--- src/rtl/ethernet_header_pkg.sv ---
// Shared types and constants for the Ethernet frame transmitter.
// Optional FCS support in the transmitter is selected with ETH_FCS_EN.
package ethernet_header_pkg;

  localparam int unsigned ETH_HEADER_BYTES = 14;
  localparam int unsigned ETH_FCS_BYTES    = 4;

  typedef struct packed {
    logic [5:0][7:0] mac_destination;
    logic [5:0][7:0] mac_source;
    logic [1:0][7:0] eth_type_length;
  } ethernet_header;

  typedef enum logic [2:0] {
    IDLE,
    HEADER,
    PAYLOAD,
    FCS,
    IFG
  } tx_state_e;

  // Wire order: element [0] of each field first, destination, source, type.
  function automatic logic [7:0] header_byte(input ethernet_header h, input logic [3:0] idx);
    logic [13:0][7:0] b;
    b = {h.eth_type_length, h.mac_source, h.mac_destination};
    return b[idx];
  endfunction

endpackage

--- src/rtl/eth_crc32_byte.sv ---
// Byte-serial IEEE 802.3 CRC-32 (reflected, init all-ones, final inversion on output).
module eth_crc32_byte (
  input  logic        clk,
  input  logic        rst,
  input  logic        clr_i,
  input  logic        en_i,
  input  logic [7:0]  data_i,
  output logic [31:0] crc_o
);

  logic [31:0] crc_q, crc_d, step;

  always_comb begin
    step = crc_q;
    for (int unsigned i = 0; i < 8; i++) begin
      step = (step >> 1) ^ (((step[0] ^ data_i[i]) == 1'b1) ? 32'hEDB8_8320 : '0);
    end
    crc_d = crc_q;
    if (clr_i)     crc_d = '1;
    else if (en_i) crc_d = step;
  end

  always_ff @(posedge clk) begin
    if (rst) crc_q <= '1;
    else     crc_q <= crc_d;
  end

  assign crc_o = ~crc_q;

endmodule

--- src/rtl/eth_frame_tx_ctrl.sv ---
// Ethernet frame transmit controller: header, payload pass-through, optional FCS, IFG.
// Define ETH_FCS_EN to append a CRC-32 frame check sequence.
module eth_frame_tx_ctrl
  import ethernet_header_pkg::*;
#(
  parameter int unsigned PACKET_PAYLOAD_BYTES = 128,
  parameter int unsigned IFG_CYCLES           = 12
) (
  input  logic           clk,
  input  logic           rst,
  input  logic           start,
  input  ethernet_header header_in,
  input  logic [7:0]     pl_data,
  input  logic           pl_valid,
  output logic           pl_ready,
  output logic [7:0]     tx_data,
  output logic           tx_valid,
  input  logic           tx_ready,
  output logic           tx_last,
  output logic           busy,
  output logic           frame_done
);

  localparam logic [15:0] LAST_PL  = 16'(PACKET_PAYLOAD_BYTES - 1);
  localparam logic [15:0] LAST_HDR = 16'(ETH_HEADER_BYTES - 1);
  localparam logic [7:0]  IFG_LOAD = (IFG_CYCLES == 0) ? 8'd0 : 8'(IFG_CYCLES - 1);

  tx_state_e      state_q, state_d;
  ethernet_header hdr_q, hdr_d;
  logic [15:0]    cnt_q, cnt_d;
  logic [7:0]     ifg_q, ifg_d;
  logic           done_q, done_d;
  logic           frame_end;

`ifdef ETH_FCS_EN
  localparam logic [15:0] LAST_FCS = 16'(ETH_FCS_BYTES - 1);
  logic        crc_clr, crc_en;
  logic [31:0] crc;

  eth_crc32_byte u_crc (
    .clk    (clk),
    .rst    (rst),
    .clr_i  (crc_clr),
    .en_i   (crc_en),
    .data_i (tx_data),
    .crc_o  (crc)
  );
`endif

  always_comb begin
    state_d   = state_q;
    hdr_d     = hdr_q;
    cnt_d     = cnt_q;
    ifg_d     = ifg_q;
    done_d    = 1'b0;
    frame_end = 1'b0;
    tx_data   = '0;
    tx_valid  = 1'b0;
    tx_last   = 1'b0;
    pl_ready  = 1'b0;
    busy      = (state_q != IDLE);
`ifdef ETH_FCS_EN
    crc_clr   = 1'b0;
    crc_en    = 1'b0;
`endif
    case (state_q)
      IDLE: begin
        if (start) begin
          hdr_d   = header_in;
          cnt_d   = '0;
          state_d = HEADER;
`ifdef ETH_FCS_EN
          crc_clr = 1'b1;
`endif
        end
      end
      HEADER: begin
        tx_valid = 1'b1;
        tx_data  = header_byte(hdr_q, cnt_q[3:0]);
        if (tx_ready) begin
`ifdef ETH_FCS_EN
          crc_en = 1'b1;
`endif
          if (cnt_q == LAST_HDR) begin
            cnt_d   = '0;
            state_d = PAYLOAD;
          end else begin
            cnt_d = cnt_q + 16'd1;
          end
        end
      end
      PAYLOAD: begin
        tx_data  = pl_data;
        tx_valid = pl_valid;
        pl_ready = tx_ready;
`ifndef ETH_FCS_EN
        tx_last  = pl_valid && (cnt_q == LAST_PL);
`endif
        if (pl_valid && tx_ready) begin
`ifdef ETH_FCS_EN
          crc_en = 1'b1;
`endif
          if (cnt_q == LAST_PL) begin
            cnt_d = '0;
`ifdef ETH_FCS_EN
            state_d = FCS;
`else
            frame_end = 1'b1;
`endif
          end else begin
            cnt_d = cnt_q + 16'd1;
          end
        end
      end
`ifdef ETH_FCS_EN
      FCS: begin
        tx_valid = 1'b1;
        tx_data  = crc[{cnt_q[1:0], 3'b000} +: 8];
        tx_last  = (cnt_q == LAST_FCS);
        if (tx_ready) begin
          if (cnt_q == LAST_FCS) begin
            cnt_d     = '0;
            frame_end = 1'b1;
          end else begin
            cnt_d = cnt_q + 16'd1;
          end
        end
      end
`endif
      IFG: begin
        if (ifg_q == '0) state_d = IDLE;
        else             ifg_d   = ifg_q - 8'd1;
      end
      default: state_d = IDLE;
    endcase
    // The final handshake skips IFG entirely when no gap is configured.
    if (frame_end) begin
      done_d  = 1'b1;
      ifg_d   = IFG_LOAD;
      state_d = (IFG_CYCLES == 0) ? IDLE : IFG;
    end
  end

  always_ff @(posedge clk) begin
    if (rst) begin
      state_q <= IDLE;
      hdr_q   <= '0;
      cnt_q   <= '0;
      ifg_q   <= '0;
      done_q  <= 1'b0;
    end else begin
      state_q <= state_d;
      hdr_q   <= hdr_d;
      cnt_q   <= cnt_d;
      ifg_q   <= ifg_d;
      done_q  <= done_d;
    end
  end

  assign frame_done = done_q;

endmodule
--- config.mk ---
export PLATFORM = sky130hd
export DESIGN_NAME = eth_frame_tx_ctrl
export DESIGN_NICKNAME = d
export VERILOG_FILES = /design/src/rtl/ethernet_header_pkg.sv /design/src/rtl/eth_crc32_byte.sv /design/src/rtl/eth_frame_tx_ctrl.sv
export SDC_FILE = /design/constraint.sdc
export NUM_CORES = 1
export LEC_CHECK = 0
export ABC_AREA = 1
export CAP_MARGIN = 20
export CORE_UTILIZATION = 51
export DETAILED_ROUTE_END_ITERATION = 7
export PLACE_DENSITY = 0.89
export SYNTH_ARGS = -nofsm -noshare
export SYNTH_HDL_FRONTEND = slang
export SYNTH_SLANG_ARGS = --single-unit
--- constraint.sdc ---
create_clock -name clk -period 2.2 [get_ports clk]
set_clock_uncertainty 0.05 [all_clocks]
set_input_delay 0.22 -clock clk [delete_from_list [all_inputs] [get_ports clk]]
set_output_delay 0.22 -clock clk [all_outputs]
set_load 0.02 [all_outputs]
==> results.md, run 1 <==
- Aggregate negative setup slack: 0 ns
- Final clock period utilization by the worst path: 0.975
- Class of the worst hold path: primary input to flop
- Pre-CTS setup slack: 0.0394 ns
- Routed vias/inst: 5.50
- Min setup slack post-route: 0.0555 ns
- Max-slew violation count: 0
- Number of buffers created by CTS: 17
- 1st-iter DRT viols: 712
- Number of distinct library cell variants in the gate-level netlist after synthesis: 33
- Worst-case vdd ir drop: 0.525 mV
- Final setup violation count: 0
- Core ar.: 0.0126 mm2
- Yosys warns: 0
- Detailed-route DRC error count: 0
- Netlist area before placement: 0.00661 mm2
- Number of fill cells in the layout: 985
- Most numerous cell on the critical path: sky130_fd_sc_hd__nand2_1
- Largest net degree at the start of global routing: 74
- Die Span X: 116 um
- # nets final: 1235
- Pwr/cell area: 791 mW/mm2
- Initial DRT Pass Iterations: 5
- Count of inserted antenna diode cells: 0
- Number of flops mapped to enable cells by yosys: 0
- Count of nets left with antenna violations after detail routing: 0
- Startpoint type of the worst setup path: flop
- Longest individual stage delay on the worst path: 0.38 ns
- Die Height: 116 um
- #FFs+latches synth: 140
- Number of global-route vias before repair: 6719
- Maximum buffer depth of the clock tree: 2
- RSZ-0062 raised after global routing: true
- Category of the most critical setup path: flop to output port
- Worst-Skew Late Latency: 0.42 ns
- Full die area: 0.0134 mm2
- Half-perimeter wire length after detailed placement: 13100 um
- Most common library cell in the layout ignoring fill and taps: sky130_fd_sc_hd__nand2_1
- Final hold vios: 0
- Status: finished, final reports clean
- Most used flip-flop cell after synthesis: sky130_fd_sc_hd__dfxtp_1
- Data arrival time at the worst-slack endpoint: 1.87 ns
- Post-synthesis async set-or-reset flop share: 0
- TritonCTS clock tree: built
- Slowest cell on the critical path: sky130_fd_sc_hd__dfxtp_4
- CTS Root Cell: sky130_fd_sc_hd__clkbuf_16
- Clock period minus final worst setup slack: 2.14 ns
- Clock H-tree levels: 4
- GRT Residual Overflow: 0
- LEAKAGE: 3.55 nW
- Sequential fraction of the synthesis area: 0.424
- Multi-input combinational cell area: 0.00330 mm2
- Most used cells in the layout excluding fill and tap cells: sky130_fd_sc_hd__nand2_1 (277), sky130_fd_sc_hd__a21oi_1 (164), sky130_fd_sc_hd__dfxtp_1 (138), sky130_fd_sc_hd__clkdlybuf4s50_1 (125), sky130_fd_sc_hd__o21ai_0 (72)
- DR WL/cell: 15.1 um
- CP max FO: 21
- Number of nets in the synthesized netlist: 1103
- Clk slew on worst S/H paths: 0.06 ns
- First-pass GRT wire length: 31100 um
- Routability congestion estimate: 0.888
- Storage cell area: 0.00281 mm2
- Share of layout cells above drive strength 1: 0.0974
- Max-Slew Margin vs Limit: 0.489
- Area added between synthesis and finish: 34.4%
- Tot GR Track Use: 0.300
- Instance count of the mapped netlist: 974
- Clock sink count: 140
- Avg Inst Size Synth: 6.79 um2
- I/O pin count: 138
- Worst Max-Slew Pin Slew: 0.767 ns
- Initial cell density of the core: 0.524
- Total of hold buffers inserted after clock tree synthesis: 0
- Quantity of I/O buffers inserted on ports: 137
- Maximum clock frequency: 0.466 GHz
- Required @ worst endpoint: 1.93 ns
- Cell-by-cell listing of the critical path: buf_4 -> buf_16 -> o211ai_1 -> nand2_1 -> nand2_1 -> nand3_2 -> nand3_2 -> nand2_1 -> buf_4
- Number of maximum-capacitance constraint violations: 0
- Initial antenna violation count: 0
- Row cnt: 41
- Vias after detailed routing: 7097
- Crit path capture type: output port
- Routed WL: 19500 um
==> critical path, delay by kind of cell (launching register included) <==
kind / cells / cell delay (ns)
buffers and inverters: 3 / 0.46
AND/OR/NAND/NOR: 5 / 0.39
flip-flops: 1 / 0.38
AO/OA/AOI/OAI: 1 / 0.23
==> report_power, final <==
group          internal [mW]  total, mW  switching [mW]
registers               2.73       2.83          0.0950
clock network           1.68       2.82            1.14
logic                  0.585       1.39           0.802
total                   4.99       7.03            2.04
==> kinds of logic (layout without fill, tap and decap cells) <==
kind of cell    Yosys count  count (layout)  share of synthesized area
buf+inv                 137             282                     0.0873
flops                   140             140                      0.424
compound gates          266             266                      0.208
simple gates            423             423                      0.268
fa+ha+maj                 4               4                    0.00757
xor+xnor                  4               4                    0.00530
==> path summary, 6_finish.rpt <==
check / start / end / slack (ns) / depth (start not counted)
min: header_in[101] / hdr_q[101] / 0.29 / 3
max reg2reg: cnt_q[0] / cnt_q[10] / 0.22 / 10
min reg2reg: hdr_q[56] / hdr_q[56] / 0.41 / 2
max: cnt_q[0] / tx_data[1] / 0.06 / 9
==> state kept, by name (all words and copies together), names as in the netlist <==
signal      count
hdr_q         112
frame_done      1
ifg_q           8
state_q         3
cnt_q          16
==> layer usage <==
metal / routed length (um) / up-vias / global-route usage
met4: 811 / 0 / 0.179
met2: 9190 / 394 / 0.503
li1: - / 3460 / -
met1: 7820 / 3177 / 0.358
met5: 0 / - / 0
met3: 1660 / 66 / 0.0565
==> metrics by stage <==
| step | power [mW] | std cells | area, um2 | util | hold slack, ns |
|---|---|---|---|---|---|
| final | 7.03 | 1291 | 8880 | 0.704 | 0.294 |
| after floorplan | 3.63 | 974 | 6610 | - | 0.313 |
| after global routing | 7.31 | 1291 | 8880 | 0.704 | 0.310 |
| after global placement | 4.14 | 1257 | 8230 | 0.652 | 0.386 |
| after CTS | 6.98 | 1290 | 8830 | 0.699 | 0.292 |
| after detailed placement | 4.18 | 1257 | 8230 | 0.652 | 0.396 |
==> layout make-up <==
type	count	share of cell area
Multi-Input combinational cell	697	0.371
Clock buffer	20	0.0492
Sequential cell	140	0.316
Timing Repair Buffer	176	0.192
Tap cell	172	0.0242
Inverter	74	0.0313
Clock inverter	12	0.0156
==> synthesized netlist by cell type, types with 2 or more instances <==
library cell,number,area share
sky130_fd_sc_hd__o211ai_1,15,0.017
sky130_fd_sc_hd__o21ai_0,80,0.061
sky130_fd_sc_hd__buf_4,6,0.0068
sky130_fd_sc_hd__a21oi_1,167,0.13
sky130_fd_sc_hd__nor2_1,47,0.027
sky130_fd_sc_hd__inv_2,5,0.0028
sky130_fd_sc_hd__nand4_1,4,0.0038
sky130_fd_sc_hd__buf_2,26,0.020
sky130_fd_sc_hd__nand2_1,277,0.16
sky130_fd_sc_hd__nor2_2,2,0.0019
sky130_fd_sc_hd__buf_1,2,0.0011
sky130_fd_sc_hd__inv_1,68,0.039
sky130_fd_sc_hd__nand2_2,2,0.0019
sky130_fd_sc_hd__ha_1,4,0.0076
sky130_fd_sc_hd__clkbuf_1,28,0.016
sky130_fd_sc_hd__nor2_4,3,0.0051
sky130_fd_sc_hd__dfxtp_1,140,0.42
sky130_fd_sc_hd__or2_0,2,0.0019
sky130_fd_sc_hd__nand3_1,80,0.061
sky130_fd_sc_hd__xnor2_1,3,0.0040
==> timing repair <==
item / CTS / global route
gates cloned: 1 / 0
setup endpoints to repair: 10 / 9
pin swaps: 0 / 1
buffers inserted: 0 / 1
hold endpoints to repair: 0 / 0
gates resized for setup: 47 / 23
Power figures use the tool's default switching activity.
==> run 2, diff against run 1 <==
--- a/config.mk
+++ b/config.mk
@@ -6,7 +6,6 @@
 export NUM_CORES = 1
 export LEC_CHECK = 0
 export ABC_AREA = 1
-export CAP_MARGIN = 20
 export CORE_UTILIZATION = 51
 export DETAILED_ROUTE_END_ITERATION = 7
 export PLACE_DENSITY = 0.89
==> results of run 2 <==
No change in the layout: final DEF, timing and power equal those of run 1.
